<file path="src/rtl/mem_axi_pkg.sv">
// mem_axi_pkg: shared address-channel payload, window default and counter sizing for mem_axi_window
package mem_axi_pkg;
  localparam int MAX_ID_W = 16;
  localparam logic [3:0] WINDOW_BASE_DEF = 4'h1;
  typedef struct packed {
    logic [31:0] addr;
    logic [MAX_ID_W-1:0] id;
    logic [2:0] size;
    logic [7:0] len;
    logic [1:0] burst;
    logic [3:0] cache;
    logic lock;
    logic [2:0] prot;
    logic [3:0] qos;
    logic [3:0] region;
  } addr_chan_t;
  function automatic int cnt_w(input int n);
    return $clog2(n + 1);
  endfunction
  function automatic addr_chan_t pack_ac(
    input logic [3:0] base, input logic [31:0] addr, input logic [MAX_ID_W-1:0] id,
    input logic [2:0] size, input logic [7:0] len, input logic [1:0] burst,
    input logic [3:0] cache, input logic lock, input logic [2:0] prot,
    input logic [3:0] qos, input logic [3:0] region);
    return '{addr: {base, addr[27:0]}, id: id, size: size, len: len, burst: burst,
             cache: cache, lock: lock, prot: prot, qos: qos, region: region};
  endfunction
endpackage

</file>
<file path="src/rtl/axi_skid_buffer.sv">
// axi_skid_buffer: 2-entry FIFO for a valid/ready channel; in_ready is registered and means "not full".
// Ports: clk, reset (async, active-high), in_valid/in_ready/in_data, out_valid/out_ready/out_data.
module axi_skid_buffer #(
  parameter int W = 8
) (
  input  logic         clk,
  input  logic         reset,
  input  logic         in_valid,
  output logic         in_ready,
  input  logic [W-1:0] in_data,
  output logic         out_valid,
  input  logic         out_ready,
  output logic [W-1:0] out_data
);
  logic [W-1:0] mem [2];
  logic wp, rp, push, pop;
  logic [1:0] cnt, cnt_n;
  assign push = in_valid & in_ready;
  assign pop = out_valid & out_ready;
  assign cnt_n = cnt + {1'b0, push} - {1'b0, pop};
  assign out_valid = cnt != 2'd0;
  assign out_data = mem[rp];
  always_ff @(posedge clk or posedge reset) begin
    if (reset) begin
      cnt <= '0;
      wp <= 1'b0;
      rp <= 1'b0;
      in_ready <= 1'b0;
    end else begin
      cnt <= cnt_n;
      in_ready <= cnt_n != 2'd2;
      if (push) wp <= ~wp;
      if (pop) rp <= ~rp;
    end
  end
  always_ff @(posedge clk) if (push) mem[wp] <= in_data;
endmodule

</file>
<file path="src/rtl/mem_axi_window.sv">
// mem_axi_window: AXI4 core-to-PS bridge that remaps addresses into the DRAM window and caps outstanding bursts.
// Ports: clk, reset (async, active-high); s_* AXI4 slave from core; m_* AXI4 master to PS HP port;
// idle (buffers empty, counters zero); win_err sticky out-of-window flags {write, read}.
// Optional: define MEM_WINDOW_CHECK_EN to enable the out-of-window detector.
module mem_axi_window import mem_axi_pkg::*; #(
  parameter int ID_W = 6,
  parameter int DATA_W = 64,
  parameter int MAX_OUTSTANDING = 8,
  parameter logic [3:0] WINDOW_BASE = WINDOW_BASE_DEF
) (
  input  logic clk,
  input  logic reset,
  input  logic s_ar_valid, output logic s_ar_ready, input logic [31:0] s_ar_addr, input logic [ID_W-1:0] s_ar_id,
  input  logic [2:0] s_ar_size, input logic [7:0] s_ar_len, input logic [1:0] s_ar_burst, input logic [3:0] s_ar_cache,
  input  logic s_ar_lock, input logic [2:0] s_ar_prot, input logic [3:0] s_ar_qos, input logic [3:0] s_ar_region,
  input  logic s_aw_valid, output logic s_aw_ready, input logic [31:0] s_aw_addr, input logic [ID_W-1:0] s_aw_id,
  input  logic [2:0] s_aw_size, input logic [7:0] s_aw_len, input logic [1:0] s_aw_burst, input logic [3:0] s_aw_cache,
  input  logic s_aw_lock, input logic [2:0] s_aw_prot, input logic [3:0] s_aw_qos, input logic [3:0] s_aw_region,
  input  logic s_w_valid, output logic s_w_ready, input logic [DATA_W-1:0] s_w_data,
  input  logic [DATA_W/8-1:0] s_w_strb, input logic s_w_last,
  output logic s_r_valid, input logic s_r_ready, output logic [DATA_W-1:0] s_r_data,
  output logic [ID_W-1:0] s_r_id, output logic [1:0] s_r_resp, output logic s_r_last,
  output logic s_b_valid, input logic s_b_ready, output logic [ID_W-1:0] s_b_id, output logic [1:0] s_b_resp,
  output logic m_ar_valid, input logic m_ar_ready, output logic [31:0] m_ar_addr, output logic [ID_W-1:0] m_ar_id,
  output logic [2:0] m_ar_size, output logic [7:0] m_ar_len, output logic [1:0] m_ar_burst, output logic [3:0] m_ar_cache,
  output logic m_ar_lock, output logic [2:0] m_ar_prot, output logic [3:0] m_ar_qos, output logic [3:0] m_ar_region,
  output logic m_aw_valid, input logic m_aw_ready, output logic [31:0] m_aw_addr, output logic [ID_W-1:0] m_aw_id,
  output logic [2:0] m_aw_size, output logic [7:0] m_aw_len, output logic [1:0] m_aw_burst, output logic [3:0] m_aw_cache,
  output logic m_aw_lock, output logic [2:0] m_aw_prot, output logic [3:0] m_aw_qos, output logic [3:0] m_aw_region,
  output logic m_w_valid, input logic m_w_ready, output logic [DATA_W-1:0] m_w_data,
  output logic [DATA_W/8-1:0] m_w_strb, output logic m_w_last,
  input  logic m_r_valid, output logic m_r_ready, input logic [DATA_W-1:0] m_r_data,
  input  logic [ID_W-1:0] m_r_id, input logic [1:0] m_r_resp, input logic m_r_last,
  input  logic m_b_valid, output logic m_b_ready, input logic [ID_W-1:0] m_b_id, input logic [1:0] m_b_resp,
  output logic idle,
  output logic [1:0] win_err
);
  localparam int CW = cnt_w(MAX_OUTSTANDING);
  addr_chan_t ar_in, ar_out, aw_in, aw_out;
  logic ar_buf_valid, aw_buf_valid, rd_full, wr_full, rd_inc, rd_dec, wr_inc, wr_dec, unused;
  logic [CW-1:0] rd_cnt, wr_cnt;
  // The remap happens before buffering so the stored upper nibble is already the window base.
  assign ar_in = pack_ac(WINDOW_BASE, s_ar_addr, MAX_ID_W'(s_ar_id), s_ar_size, s_ar_len, s_ar_burst,
                         s_ar_cache, s_ar_lock, s_ar_prot, s_ar_qos, s_ar_region);
  assign aw_in = pack_ac(WINDOW_BASE, s_aw_addr, MAX_ID_W'(s_aw_id), s_aw_size, s_aw_len, s_aw_burst,
                         s_aw_cache, s_aw_lock, s_aw_prot, s_aw_qos, s_aw_region);
  assign unused = ^{ar_out.id, aw_out.id, s_ar_addr[31:28], s_aw_addr[31:28]};
  axi_skid_buffer #(.W($bits(addr_chan_t))) u_ar_buf (
    .clk(clk), .reset(reset), .in_valid(s_ar_valid), .in_ready(s_ar_ready), .in_data(ar_in),
    .out_valid(ar_buf_valid), .out_ready(m_ar_ready & ~rd_full), .out_data(ar_out));
  axi_skid_buffer #(.W($bits(addr_chan_t))) u_aw_buf (
    .clk(clk), .reset(reset), .in_valid(s_aw_valid), .in_ready(s_aw_ready), .in_data(aw_in),
    .out_valid(aw_buf_valid), .out_ready(m_aw_ready & ~wr_full), .out_data(aw_out));
  assign rd_full = rd_cnt == CW'(MAX_OUTSTANDING);
  assign wr_full = wr_cnt == CW'(MAX_OUTSTANDING);
  assign m_ar_valid = ar_buf_valid & ~rd_full;
  assign m_aw_valid = aw_buf_valid & ~wr_full;
  assign {m_ar_addr, m_ar_id, m_ar_size, m_ar_len, m_ar_burst} =
         {ar_out.addr, ar_out.id[ID_W-1:0], ar_out.size, ar_out.len, ar_out.burst};
  assign {m_ar_cache, m_ar_lock, m_ar_prot, m_ar_qos, m_ar_region} =
         {ar_out.cache, ar_out.lock, ar_out.prot, ar_out.qos, ar_out.region};
  assign {m_aw_addr, m_aw_id, m_aw_size, m_aw_len, m_aw_burst} =
         {aw_out.addr, aw_out.id[ID_W-1:0], aw_out.size, aw_out.len, aw_out.burst};
  assign {m_aw_cache, m_aw_lock, m_aw_prot, m_aw_qos, m_aw_region} =
         {aw_out.cache, aw_out.lock, aw_out.prot, aw_out.qos, aw_out.region};
  assign {m_w_valid, m_w_data, m_w_strb, m_w_last, s_w_ready} = {s_w_valid, s_w_data, s_w_strb, s_w_last, m_w_ready};
  assign {s_r_valid, s_r_data, s_r_id, s_r_resp, s_r_last, m_r_ready} =
         {m_r_valid, m_r_data, m_r_id, m_r_resp, m_r_last, s_r_ready};
  assign {s_b_valid, s_b_id, s_b_resp, m_b_ready} = {m_b_valid, m_b_id, m_b_resp, s_b_ready};
  assign rd_inc = m_ar_valid & m_ar_ready;
  assign rd_dec = m_r_valid & s_r_ready & m_r_last;
  assign wr_inc = m_aw_valid & m_aw_ready;
  assign wr_dec = m_b_valid & s_b_ready;
  // Simultaneous issue and completion cancel; a completion at zero is ignored so the counters never wrap.
  always_ff @(posedge clk or posedge reset) begin
    if (reset) begin
      rd_cnt <= '0;
      wr_cnt <= '0;
    end else begin
      if (rd_inc & ~rd_dec) rd_cnt <= rd_cnt + CW'(1);
      else if (rd_dec & ~rd_inc & rd_cnt != '0) rd_cnt <= rd_cnt - CW'(1);
      if (wr_inc & ~wr_dec) wr_cnt <= wr_cnt + CW'(1);
      else if (wr_dec & ~wr_inc & wr_cnt != '0) wr_cnt <= wr_cnt - CW'(1);
    end
  end
  assign idle = ~ar_buf_valid & ~aw_buf_valid & rd_cnt == '0 & wr_cnt == '0;
`ifdef MEM_WINDOW_CHECK_EN
  always_ff @(posedge clk or posedge reset) begin
    if (reset) win_err <= '0;
    else begin
      if (s_ar_valid & s_ar_ready & |s_ar_addr[31:28]) win_err[0] <= 1'b1;
      if (s_aw_valid & s_aw_ready & |s_aw_addr[31:28]) win_err[1] <= 1'b1;
    end
  end
`else
  assign win_err = '0;
`endif
endmodule
</file>
<file path="config.mk">
export PLATFORM = sky130hd
export DESIGN_NAME = mem_axi_window
export DESIGN_NICKNAME = d
export VERILOG_FILES = /design/src/rtl/mem_axi_pkg.sv /design/src/rtl/axi_skid_buffer.sv /design/src/rtl/mem_axi_window.sv
export SDC_FILE = /design/constraint.sdc
export NUM_CORES = 1
export LEC_CHECK = 0
export CAP_MARGIN = 0
export CORE_AREA = 5 5 233 235
export DETAILED_ROUTE_END_ITERATION = 8
export DIE_AREA = 0 0 238 240
export GPL_ROUTABILITY_DRIVEN = 0
export PLACE_DENSITY = 0.55
export SLEW_MARGIN = 20
export SYNTH_ARGS = -nofsm -noshare
export SYNTH_HDL_FRONTEND = slang
export SYNTH_HIERARCHICAL = 1
export SYNTH_SLANG_ARGS = --single-unit
</file>
<file path="constraint.sdc">
create_clock -name clk -period 6.5 [get_ports clk]
set_input_delay 1.3 -clock clk [delete_from_list [all_inputs] [get_ports clk]]
set_output_delay 1.3 -clock clk [all_outputs]
set_load 0.05 [all_outputs]
</file>
==> metrics, run 1 <==
Num CTS Buffers 34; Final ANT Viol Nets 0; Sink Count roughly 290; WS Path Type flop to output port; RSZ-0062 raised after global routing false; hold path cells 1; pre-CTS setup slack between 2000 and 3000 ps; CP Cell Sequence buf_4 -> mux2_2 -> clkdlybuf4s50_1; worst hold path type flop to flop; global-route usage over all layers 8.51%; setup TNS 0 ps; leakage power 5.40 nW; Critical-path top delay cell dfrtp_4; ANT cells 0; share of cells above drive strength 1 a little under a quarter; slowest stage delay, CP approximately 910 ps; largest net degree at the start of global routing 53; post-CTS setup buffers 0; initial DRC count between 200 and 300; Pre-antenna DRT Iters 4; cts hold-fix bufs 0; r2r setup slk ~4100 ps; Clock Tree Root clkbuf_16; fin crit period 4400 ps; Worst Hold Launch rd_cnt[3]; Final Non-Filler Cells between 1500 and 2000; Critical Path End Type output port; Util after Layout 30.1%; Syn Inst Count ~680; R2R cell count 7; setup ws final approximately 2100 ps; max_cap viols 0; Synth Cell Area approximately 0.012 mm^2; clock tree from TritonCTS built; wire length per cell 16.8 um; num rows 84; routed via count between 5000 and 6000; Clk Latency, worst-skew pair approximately 520 ps; Reg clk slew, reported paths approximately 50 ps; status completed; # port buffers 280; Initial Util about a quarter; Mapped Avg Cell Area 17.9 um^2; Worst Skew ~10 ps; FF/Latch Area 0.00851 mm^2; FMAX 227 MHz; Design Area, Final roughly 0.016 mm^2; DIE AREA between 0.05 and 0.06 mm^2; grt ovf 0; critical path arrival just over 3000 ps; crit-path max FO between 50 and 60; Ports ~600; Worst Tran Pin Value about 850 ps; H-tree depth 2; first-pass GRT wire length 37300 um; final count of hold timing violations 0; area delta synth->final 29.0%; CP startpoint kind flop; Bufs on Longest Clock Path 3; Post-DP Area around 0.015 mm^2; placed cell count 1490; Die Y between 200 and 250 um; vias in the first global route around 6200; Peak VDD IR around 310 uV; hold_ws ~490 ps; Via-to-Cell Ratio 3.77; Fillers 5179; width of the die roughly 240 um; RR Startpoint rd_cnt[0]; total power approximately 7.9 mW; Hold Path End rd_cnt[3]; CTS resizes 0; Core ar. approximately 0.052 mm^2; Final setup viols 0; reg2reg end rd_cnt[3]; Final Max Tran Viols 0; Pwr per Cell Area between 500 and 600 mW/mm^2; WP data required 5200 ps; Slew HR ~43%; area of the multi-input gates roughly 0.0023 mm^2; final cycle utilization of the critical path 67.6%; routed wire length between 20000 and 30000 um; initial antenna violation count 0; DRC 0; Synthesis Warnings 6; Nets 1148; DP HPWL about 17000 um
## worst max path at each step
| stage | to | from | slack [ps] |
|---|---|---|---|
| 6_report | m_ar_cache[0] | u_ar_buf/rp | 2100 |
| 5_1_grt | m_ar_burst[0] | u_ar_buf/rp | 1930 |
| 4_1_cts | m_aw_addr[31] | u_aw_buf/rp | 1970 |
| 3_5_place_dp | m_b_ready | s_b_ready | 2510 |
| 3_3_place_gp | m_b_ready | s_b_ready | 2530 |
| 2_1_floorplan | u_ar_buf/mem[0][0] | s_ar_valid | 1780 |
## registers in the layout (all words and copies together) (netlist names), 2 cells and up
signal and cells:
rd_cnt 4, u_aw_buf/mem 134, u_ar_buf/mem 134, u_ar_buf/cnt 2, u_aw_buf/cnt 2, wr_cnt 4
## layer usage
metal | vias up | track usage (%) | wire length (um)
met1 | 2869 | 9.07 | 9440
met3 | 65 | 3.67 | 2290
met5 | - | 0 | 0
met4 | 0 | 3.90 | 931
met2 | 269 | 14.7 | 13300
li1 | 2642 | - | -
## report_power, final
group | switching [mW] | total (mW) | internal (mW)
clock | 0.716 | 1.83 | 1.11
combinational | 2.08 | 3.38 | 1.30
sequential | 0.246 | 2.74 | 2.49
total | 3.04 | 7.95 | 4.90
## layout by cell type (no fill, tap or decap), types with 3 or more instances in the layout
cell type,instances
clkdlybuf4s50_1,280
nor2b_1,4
nor2_1,3
conb_1,18
nand2_1,3
edfxtp_1,268
xnor2_1,8
inv_1,10
clkinv_1,7
xor2_1,6
dfrtp_1,16
mux2_2,98
ha_1,8
clkbuf_16,37
mux2i_1,4
clkbuf_1,11
buf_4,7
mux2_4,40
## critical path: cells and delay by family, from the launching register on
kind                   cells  cell delay [ps]
DFF                        1              910
buffers and inverters      2             1170
muxes                      1              370
## layout make-up
class	instances	share of cell area [%]
sequential	286	54.3
multi-input combinational	219	14.8
clock buffer	48	6.18
inverter	10	0.240
clock inverter	12	0.679
tap	688	5.50
timing repair buffer	287	18.2
Note: power is estimated with default switching activity, not from simulation.
==> inputs of run 2 (changes only) <==
Clock period 6.5 ns to 4.3 ns, I/O delays scaled along.
==> metrics, run 2 (synthesis gave the netlist of run 1 again) <==
post-CTS setup buffers 0; Pwr per Cell Area between 700 and 800 mW/mm^2; first-pass GRT wire length between 30000 and 40000 um; FMAX ~280 MHz; leakage power 5.49 nW; fin crit period ~3600 ps; crit-path max FO 37; max_cap viols 0; Worst Skew about 7.4 ps; cts hold-fix bufs 0; Clk Latency, worst-skew pair roughly 500 ps; clock network power share 23.1%; initial DRC count 197; Worst Tran Pin Value 704 ps; worst hold path type flop to flop; DRC 0; Reg clk slew, reported paths 50 ps; largest net degree at the start of global routing 59; DP HPWL 17600 um; final count of hold timing violations 0; Via-to-Cell Ratio 3.78; final cycle utilization of the critical path a little over four fifths; most common cell after layout, fill and taps aside clkdlybuf4s50_1; WP data required between 3000 and 4000 ps; hold_ws 492 ps; CP startpoint kind flop; status completed; num rows 84; share of cells above drive strength 1 approximately a quarter; Initial Util between 20% and 30%; Clock Tree Root clkbuf_16; global-route usage over all layers 8.54%; Peak VDD IR around 410 uV; Sw Ratio approximately two fifths; Reg power frac between 30% and 40%; critical path arrival 2770 ps; Die Y between 200 and 250 um; routed wire length approximately 26000 um; Ports roughly 600; Num CTS Buffers 35; Comb pwr share a little over two fifths; Pint between 7 and 8 mW; placed cell count 1497; Bufs on Longest Clock Path 3; Nets about 1200; grt ovf 0; setup TNS 0 ps; DIE AREA about 0.057 mm^2; H-tree depth 2; Switching Power roughly 4.6 mW; Top Registers u_ar_buf/mem (134), u_aw_buf/mem (134); Final Non-Filler Cells roughly 1600; Final ANT Viol Nets 0; total power about 12 mW; WS Path Type flop to output port; most frequent cells in the layout clkdlybuf4s50_1 (280), edfxtp_1 (268), mux2_2 (98); Critical Path End Type output port; initial antenna violation count 1; Final Max Tran Viols 0; # port buffers between 200 and 300; Slew HR between 50% and 60%; clock tree from TritonCTS built; Final setup viols 0; area delta synth->final 30.3%; ANT cells 0; width of the die around 240 um; Sink Count between 200 and 300; Pre-antenna DRT Iters 4; Core ar. about 0.052 mm^2; routed via count between 5000 and 6000; r2r setup slk approximately 1900 ps; RSZ-0062 raised after global routing false; vias in the first global route around 6200; wire length per cell about 17 um; Util after Layout a little under a third; CTS resizes 0
-- run 2: cell types whose count changed in the layout (fill, tap and decap cells not counted) --
cell / change
clkinvlp_4: -1
buf_12: +6
buf_4: +1
clkinv_1: -1
clkbuf_8: +2
inv_8: +1
clkinv_2: +5
clkbuf_1: -5
-- run 2: worst paths after layout --
path,endpoint,start,cells after the start
setup / recovery,m_aw_lock,u_aw_buf/rp,3
hold / removal,wr_cnt[3],wr_cnt[3],1
setup reg to reg,rd_cnt[3],rd_cnt[0],7
hold reg to reg,wr_cnt[3],wr_cnt[3],1
max in group asynchronous,rd_cnt[0],reset,2
min in group asynchronous,u_ar_buf/in_ready,reset,2
-- run 2: layout make-up --
type | count | area [um^2]
clock inverter | 16 | 131
clock buffer | 45 | 976
multi-input combinational | 219 | 2320
fill | 5144 | 36200
sequential | 286 | 8510
timing repair buffer | 294 | 2980
inverter | 10 | 37.5
tap | 688 | 861
-- run 2: worst max-delay path, stage by stage (launching register included) --
cell and delay, ps:
dfrtp_4 790, buf_4 350, mux2_2 350, clkdlybuf4s50_1 730
-- run 2: per-layer routing --
metal / global-route usage [%] / wire length (um) / vias to the layer above
met5: 0 / 13 / -
met4: 3.76 / 899 / 2
met3: 3.79 / 2340 / 65
met2: 14.2 / 13000 / 274
met1: 9.55 / 9810 / 2883
li1: - / - / 2659
-- run 2: power groups by stage --
stage | logic, mW | clock network [mW] | registers (mW)
floorplan | 4.17 | 0 | 4.03
global placement | 5.33 | 0 | 4.17
detailed placement | 5.34 | 0 | 4.20
CTS | 5.36 | 2.95 | 4.15
global route | 5.51 | 3.05 | 4.20
finish | 5.25 | 2.81 | 4.12
-- run 2: metrics by stage --
step	setup slack [ps]	instance area, um^2
after floorplan	24.7	12200
after global placement	1130	14700
after detailed placement	1120	14700
after CTS	529	15800
after global routing	505	15800
final	666	15800
